==> src/rtl/alu_pkg.sv <==
// Shared definitions for the Alu arbiter slice.
// Contents:
//   OP_*      operation select encodings driven into the Alu
//   FLAG_*    bit positions inside the 3-bit {DZF,ZF,SF} flag vector
//   state_e   arbiter FSM states
//   op_reg_t  latched operation: operands, select and owning port
//   pack_flags helper that places the individual flags at their indices
package alu_pkg;

    localparam logic [1:0] OP_ADD = 2'b00;
    localparam logic [1:0] OP_SUB = 2'b01;
    localparam logic [1:0] OP_MUL = 2'b10;
    localparam logic [1:0] OP_REM = 2'b11;

    localparam int FLAG_SF  = 0;
    localparam int FLAG_ZF  = 1;
    localparam int FLAG_DZF = 2;

    typedef enum logic [1:0] {
        IDLE = 2'b00,
        EXEC = 2'b01,
        RESP = 2'b10
    } state_e;

    typedef struct packed {
        logic [2:0] a;
        logic [2:0] b;
        logic [1:0] op;
        logic       owner;
    } op_reg_t;

    function automatic logic [2:0] pack_flags(input logic dzf, input logic zf, input logic sf);
        logic [2:0] f;
        f           = 3'b000;
        f[FLAG_DZF] = dzf;
        f[FLAG_ZF]  = zf;
        f[FLAG_SF]  = sf;
        return f;
    endfunction

endpackage

==> src/rtl/alu_arbiter_alu.sv <==
// Combinational 3-bit Alu shared by both arbiter ports.
// Ports:
//   a, b   in  3  unsigned operands
//   op     in  2  OP_ADD / OP_SUB / OP_MUL / OP_REM
//   r      out 5  result
//   flags  out 3  {DZF,ZF,SF}
// Result rules:
//   add  a+b (never exceeds 14)
//   sub  a-b modulo 32, so a negative difference shows up with SF set
//   mul  a*b clamped to 31 (the 6-bit product can reach 49)
//   rem  a%b; with b==0 the result is 0 and DZF is raised
// SF is r[4], ZF is r==0.
module alu_arbiter_alu
    import alu_pkg::*;
(
    input  logic [2:0] a,
    input  logic [2:0] b,
    input  logic [1:0] op,
    output logic [4:0] r,
    output logic [2:0] flags
);

    logic [5:0] prod_s;
    logic [4:0] r_s;
    logic       dzf_s;

    // Operation decode and result formation
    always_comb begin
        prod_s = {3'b000, a} * {3'b000, b};
        r_s    = 5'd0;
        dzf_s  = 1'b0;
        case (op)
            OP_ADD: r_s = {2'b00, a} + {2'b00, b};
            OP_SUB: r_s = {2'b00, a} - {2'b00, b};
            OP_MUL: r_s = (prod_s > 6'd31) ? 5'd31 : prod_s[4:0];
            OP_REM: begin
                if (b == 3'd0) begin
                    r_s   = 5'd0;
                    dzf_s = 1'b1;
                end else begin
                    r_s   = {2'b00, a % b};
                    dzf_s = 1'b0;
                end
            end
            default: begin
                r_s   = 5'd0;
                dzf_s = 1'b0;
            end
        endcase
    end

    assign r     = r_s;
    assign flags = pack_flags(dzf_s, (r_s == 5'd0), r_s[4]);

endmodule

==> src/rtl/alu_arbiter.sv <==
// Shares one Alu between two requesters, one operation in flight at a time.
// Parameters:
//   CNT_W  width of dz_count
//   RR_EN  1: round-robin on contention, 0: port 0 always wins
// Ports (x = 0 / 1):
//   clk, rst          clock, synchronous active-high reset
//   req_valid_x  in   request valid
//   req_ready_x  out  request accepted (combinational, granted port only)
//   req_a_x/b_x  in   3-bit operands
//   req_op_x     in   2-bit operation select
//   rsp_valid_x  out  result valid (registered)
//   rsp_ready_x  in   result consumed
//   rsp_r_x      out  5-bit result
//   rsp_flags_x  out  {DZF,ZF,SF}
//   busy         out  high whenever an operation is being executed or delivered
//   dz_count     out  saturating count of completed divide-by-zero operations
// Flow: IDLE accepts one request and latches it, EXEC captures the Alu output
// into the owner's response registers, RESP holds it until the owner takes it.
module alu_arbiter
    import alu_pkg::*;
#(
    parameter int CNT_W = 8,
    parameter bit RR_EN = 1'b1
) (
    input  logic             clk,
    input  logic             rst,
    input  logic             req_valid_0,
    output logic             req_ready_0,
    input  logic [2:0]       req_a_0,
    input  logic [2:0]       req_b_0,
    input  logic [1:0]       req_op_0,
    output logic             rsp_valid_0,
    input  logic             rsp_ready_0,
    output logic [4:0]       rsp_r_0,
    output logic [2:0]       rsp_flags_0,
    input  logic             req_valid_1,
    output logic             req_ready_1,
    input  logic [2:0]       req_a_1,
    input  logic [2:0]       req_b_1,
    input  logic [1:0]       req_op_1,
    output logic             rsp_valid_1,
    input  logic             rsp_ready_1,
    output logic [4:0]       rsp_r_1,
    output logic [2:0]       rsp_flags_1,
    output logic             busy,
    output logic [CNT_W-1:0] dz_count
);

    localparam logic [CNT_W-1:0] DZ_MAX = {CNT_W{1'b1}};
    localparam logic [CNT_W-1:0] DZ_ONE = CNT_W'(1);

    state_e           state_q, state_d;
    logic             rr_ptr_q, rr_ptr_d;
    op_reg_t          op_q, op_d;
    logic             rsp_valid_0_q, rsp_valid_0_d;
    logic             rsp_valid_1_q, rsp_valid_1_d;
    logic [4:0]       rsp_r_0_q, rsp_r_0_d;
    logic [4:0]       rsp_r_1_q, rsp_r_1_d;
    logic [2:0]       rsp_flags_0_q, rsp_flags_0_d;
    logic [2:0]       rsp_flags_1_q, rsp_flags_1_d;
    logic [CNT_W-1:0] dz_count_q, dz_count_d;

    logic             grant_vld_s;
    logic             grant_port_s;
    logic [4:0]       alu_r_s;
    logic [2:0]       alu_flags_s;

    // The Alu only ever sees the latched operation, never the live request pins
    alu_arbiter_alu u_alu (
        .a     (op_q.a),
        .b     (op_q.b),
        .op    (op_q.op),
        .r     (alu_r_s),
        .flags (alu_flags_s)
    );

    // Grant selection: only while idle; on contention rr_ptr (or port 0) wins
    always_comb begin
        grant_vld_s  = 1'b0;
        grant_port_s = 1'b0;
        if (state_q == IDLE) begin
            if (req_valid_0 && req_valid_1) begin
                grant_vld_s  = 1'b1;
                grant_port_s = RR_EN ? rr_ptr_q : 1'b0;
            end else if (req_valid_0) begin
                grant_vld_s  = 1'b1;
                grant_port_s = 1'b0;
            end else if (req_valid_1) begin
                grant_vld_s  = 1'b1;
                grant_port_s = 1'b1;
            end else begin
                grant_vld_s  = 1'b0;
                grant_port_s = 1'b0;
            end
        end else begin
            grant_vld_s  = 1'b0;
            grant_port_s = 1'b0;
        end
    end

    // A granted port is by construction valid, so ready doubles as the handshake
    assign req_ready_0 = grant_vld_s & ~grant_port_s;
    assign req_ready_1 = grant_vld_s &  grant_port_s;

    // Next-state and datapath update for the IDLE -> EXEC -> RESP cycle
    always_comb begin
        state_d       = state_q;
        rr_ptr_d      = rr_ptr_q;
        op_d          = op_q;
        rsp_valid_0_d = rsp_valid_0_q;
        rsp_valid_1_d = rsp_valid_1_q;
        rsp_r_0_d     = rsp_r_0_q;
        rsp_r_1_d     = rsp_r_1_q;
        rsp_flags_0_d = rsp_flags_0_q;
        rsp_flags_1_d = rsp_flags_1_q;
        dz_count_d    = dz_count_q;
        case (state_q)
            IDLE: begin
                if (grant_vld_s) begin
                    op_d.owner = grant_port_s;
                    op_d.a     = grant_port_s ? req_a_1  : req_a_0;
                    op_d.b     = grant_port_s ? req_b_1  : req_b_0;
                    op_d.op    = grant_port_s ? req_op_1 : req_op_0;
                    state_d    = EXEC;
                    if (RR_EN) begin
                        rr_ptr_d = ~grant_port_s;
                    end else begin
                        rr_ptr_d = rr_ptr_q;
                    end
                end else begin
                    state_d = IDLE;
                end
            end
            EXEC: begin
                if (op_q.owner) begin
                    rsp_valid_1_d = 1'b1;
                    rsp_r_1_d     = alu_r_s;
                    rsp_flags_1_d = alu_flags_s;
                end else begin
                    rsp_valid_0_d = 1'b1;
                    rsp_r_0_d     = alu_r_s;
                    rsp_flags_0_d = alu_flags_s;
                end
                if (alu_flags_s[FLAG_DZF] && (dz_count_q != DZ_MAX)) begin
                    dz_count_d = dz_count_q + DZ_ONE;
                end else begin
                    dz_count_d = dz_count_q;
                end
                state_d = RESP;
            end
            RESP: begin
                // Only the owner's consume ends the transaction; requests wait
                if (op_q.owner ? rsp_ready_1 : rsp_ready_0) begin
                    if (op_q.owner) begin
                        rsp_valid_1_d = 1'b0;
                    end else begin
                        rsp_valid_0_d = 1'b0;
                    end
                    state_d = IDLE;
                end else begin
                    state_d = RESP;
                end
            end
            default: state_d = IDLE;
        endcase
    end

    // State and output registers with synchronous reset
    always_ff @(posedge clk) begin
        if (rst) begin
            state_q       <= IDLE;
            rr_ptr_q      <= 1'b0;
            op_q          <= '0;
            rsp_valid_0_q <= 1'b0;
            rsp_valid_1_q <= 1'b0;
            rsp_r_0_q     <= 5'd0;
            rsp_r_1_q     <= 5'd0;
            rsp_flags_0_q <= 3'd0;
            rsp_flags_1_q <= 3'd0;
            dz_count_q    <= '0;
        end else begin
            state_q       <= state_d;
            rr_ptr_q      <= rr_ptr_d;
            op_q          <= op_d;
            rsp_valid_0_q <= rsp_valid_0_d;
            rsp_valid_1_q <= rsp_valid_1_d;
            rsp_r_0_q     <= rsp_r_0_d;
            rsp_r_1_q     <= rsp_r_1_d;
            rsp_flags_0_q <= rsp_flags_0_d;
            rsp_flags_1_q <= rsp_flags_1_d;
            dz_count_q    <= dz_count_d;
        end
    end

    assign rsp_valid_0 = rsp_valid_0_q;
    assign rsp_valid_1 = rsp_valid_1_q;
    assign rsp_r_0     = rsp_r_0_q;
    assign rsp_r_1     = rsp_r_1_q;
    assign rsp_flags_0 = rsp_flags_0_q;
    assign rsp_flags_1 = rsp_flags_1_q;
    assign busy        = (state_q != IDLE);
    assign dz_count    = dz_count_q;

endmodule

==> config.mk <==
export PLATFORM = sky130hd
export DESIGN_NAME = alu_arbiter
export DESIGN_NICKNAME = d
export VERILOG_FILES = /design/src/rtl/alu_pkg.sv /design/src/rtl/alu_arbiter_alu.sv /design/src/rtl/alu_arbiter.sv
export SDC_FILE = /design/constraint.sdc
export NUM_CORES = 1
export LEC_CHECK = 0
export CORE_ASPECT_RATIO = 1.5
export CORE_MARGIN = 3
export CORE_UTILIZATION = 46
export DETAILED_ROUTE_END_ITERATION = 8
export PLACE_DENSITY = 0.77
export SYNTH_ARGS = -nofsm -noshare
export SYNTH_HDL_FRONTEND = slang
export SYNTH_SLANG_ARGS = --single-unit
==> constraint.sdc <==
create_clock -name clk -period 3.5 [get_ports clk]
set_input_delay 0.35 -clock clk [delete_from_list [all_inputs] [get_ports clk]]
set_output_delay 0.35 -clock clk [all_outputs]
set_load 0.05 [all_outputs]
==> results.yml <==
status:
  status: "completed"
power_and_ir_drop:
  net-switching-power_uw: 482
  power.leakage_uw: 0.00115
  p_total_uw: 1300
  switching_share_pct: 37.1
  combPwrFrac_pct: 40.1
  p_seq_share_pct: 36.0
  peakVddDrop_v: 0.000314
  p_int_uw: 816
  clkPwrFrac_pct: 23.9
  powerDensity_mw_per_mm2: 427
finish:
  drive_gt1_share_pct: 11.8
  antenna_cells: 0
  fin_cells: 389
  postLayoutCellArea_sq_mm: 0.00304
  area_delta_synth_final_pct: 31.6
  nets: 369
timing:
  fin_hold_ws_ns: 0.486
  maxSlewViolCount: 0
  tns_ns: 0
  rsz0062_at_grt: "no"
  hold_viol: 0
  timing.final.crit_share_pct: 93.6
  tightest_slew_ns: 0.730
  maxSlewHeadroom_pct: 51.2
  min_period_ns: 3.28
  max_freq_mhz: 305
  setup_viol: 0
  fin_skew_ns: 0.0122
synthesis:
  netlist_instances: 268
  synth_compound_area_share_pct: 20.4
  yosysWarnings: 0
  synthDistinctLibCells: 55
  yosys.area_share.simple_pct: 21.1
  syn_area_per_cell_sq_um: 8.63
  synth_most_common_cell: "dfxtp_1"
  synth-main-ff-cell: "dfxtp_1"
  async_flop_share_pct: 0
  synth_area_leaders: "dfxtp_1, ha_1, nor2_1"
  synthXorXnorAreaFrac_pct: 4.17
  netlist_area_sq_mm: 0.00231
  netlist_top_cells_count: "dfxtp_1, nor2_1, a21oi_1, ha_1, nand2_1"
  synth_top_family_by_area: "simple AND/OR/NAND/NOR gates"
  synth_edf_count: 0
  synthAdderAreaFrac_pct: 15.2
  ys_seq_elements: 36
  synth_seq_area_share_pct: 31.2
  synth_top_area_share_pct: 31.2
  synth_top_cell_by_area: "dfxtp_1"
  synthMuxAreaShare_pct: 1.79
  synth_fp_nets: 315
min_path:
  hold_path.class: "reg -> reg"
floorplan:
  core-area_sq_mm: 0.00485
  initial_core_util_pct: 47.7
  io_pins: 51
  die_area_sq_mm: 0.00593
  die_h_um: 92.8
  num_rows: 31
  die_width_um: 63.9
place:
  io_buffers: 50
  dpl.hpwl_um: 4580
  placedCellCount: 380
  placed_cell_area_sq_mm: 0.00289
  gp_congestion: 0.861
clock_tree:
  tritoncts: "built"
  cts_sinks: 36
  clkTransAtPathRegs_ns: 0.08
  ctsRootBufferMaster: "clkbuf_8"
  h-tree-depth: 2
  cts_buffer_depth: 2
  cts_hold_buf: 0
  numCtsBuffers: 5
  insertion_delay_ns: 0.29
global_route:
  track_usage_pct: 20.5
  grt_max_degree: 22
  grt_pass1_wl_um: 9800
  antenna_found_initial: 0
  grt_remaining_overflow: 0
  grt_pass1_vias: 2134
worst_setup_path:
  r2r_setup_slack_ns: 0.22
  r2r-start: "op_q[8]"
  critPathLaunchType: "flip-flop"
  r2r.worst_path.cells: 14
  endpoint: "rsp_flags_1[1]"
  endpoint_kind: "flip-flop"
  r2r-end: "rsp_flags_1[1]"
  critical_path_class: "reg -> reg"
  crit_start: "op_q[8]"
  cp.arrival_ns: 3.47
  required_ns: 3.69
  crit_fanout: 7
drt:
  routed_via_density: 5.47
  dr.pass1.iters: 4
  initialDrtViolationCount: 57
  detail_route.wl_per_cell_um: 15.2
  drt_wl_total_um: 5900
  vias: 2129
  ant_nets: 0
  drc: 0
flow_run:
  max_cap_viol_count: 0
-- power groups by stage --
stage | Clock [uW] | Combinational, uW | Sequential (uW)
after global placement | 0 | 463 | 475
after global routing | 334 | 570 | 472
after CTS | 311 | 478 | 467
after floorplan | 0 | 298 | 506
after detailed placement | 0 | 477 | 477
final | 310 | 520 | 468
-- worst min path at each step --
stage,startpoint,to,slack [ns],cells after the start
6_report,rsp_r_1[3],rsp_r_1[3],0.49,2
3_5_place_dp,rsp_r_1[3],rsp_r_1[3],0.48,2
5_1_grt,rsp_r_1[3],rsp_r_1[3],0.51,2
3_3_place_gp,rr_ptr_q,rr_ptr_q,0.47,2
2_1_floorplan,rr_ptr_q,rr_ptr_q,0.45,2
4_1_cts,rsp_r_1[3],rsp_r_1[3],0.49,2
-- flip-flops by register name, summed over array words and instances, names as in the netlist --
name / cells
rsp_flags_0: 3
rsp_valid_0: 1
rsp_r_1: 4
op_q: 9
rsp_flags_1: 3
dz_count: 8
state_q: 2
rsp_r_0: 4
rsp_valid_1: 1
rr_ptr_q: 1
-- critical path: stages, from the launching register on --
cell and delay [ns]:
dfxtp_1 0.37, ha_1 0.20, nor3b_1 0.14, o2bb2ai_1 0.18
inv_1 0.06, ha_1 0.22, nand2b_1 0.19, or2_1 0.26
a31oi_4 0.23, ha_1 0.26, nand2_1 0.11, o21ai_2 0.09
and2_1 0.20, a221o_1 0.34, o41ai_1 0.33
-- what timing repair did --
item,in CTS,in global routing
buffers inserted,0,1
resized for setup,0,9
setup endpoints to repair,0,6
hold endpoints to repair,0,0
-- metal layers --
layer	GRT usage [%]	up-vias	share of wire, %
li1	-	1056	-
met1	23.1	1004	40
met2	36.7	51	53
met3	3.76	18	3.8
met4	9.19	0	2.6
met5	0	-	0
-- through the flow --
stage	setup WS, ns	util [%]
global route	0.0206	62.8
finish	0.224	62.8
detailed placement	0.137	59.7
global placement	0.289	59.7
floorplan	0.184	-
CTS	0.154	61.6
-- kinds of logic after synthesis --
group	after synthesis
adders and majority gates	25
DFF	36
muxes	4
AOI/OAI and AO/OA	70
and+or+nand+nor	90
buffers and inverters	32
xor gates and xnor gates	11
-- layout make-up --
type | instances | area (sq um)
Clock buffer | 7 | 86.3
Inverter | 18 | 67.6
Sequential cell | 36 | 721
Tap cell | 66 | 82.6
Multi-Input combinational cell | 200 | 1500
Fill cell | 430 | 1810
Timing Repair Buffer | 61 | 583
Clock inverter | 1 | 7.51
-- placed cells by master (no fill, tap or decap), types with 10 or more instances in the layout --
master	synthesis	routed
a21oi_1	21	18
inv_1	16	16
clkdlybuf4s50_1	0	50
buf_4	2	11
xnor2_1	10	10
nor2_1	32	32
nand2_1	18	18
a211oi_1	13	13
ha_1	20	20
dfxtp_1	36	36
No activity file was read; power rests on OpenSTA's default activity.
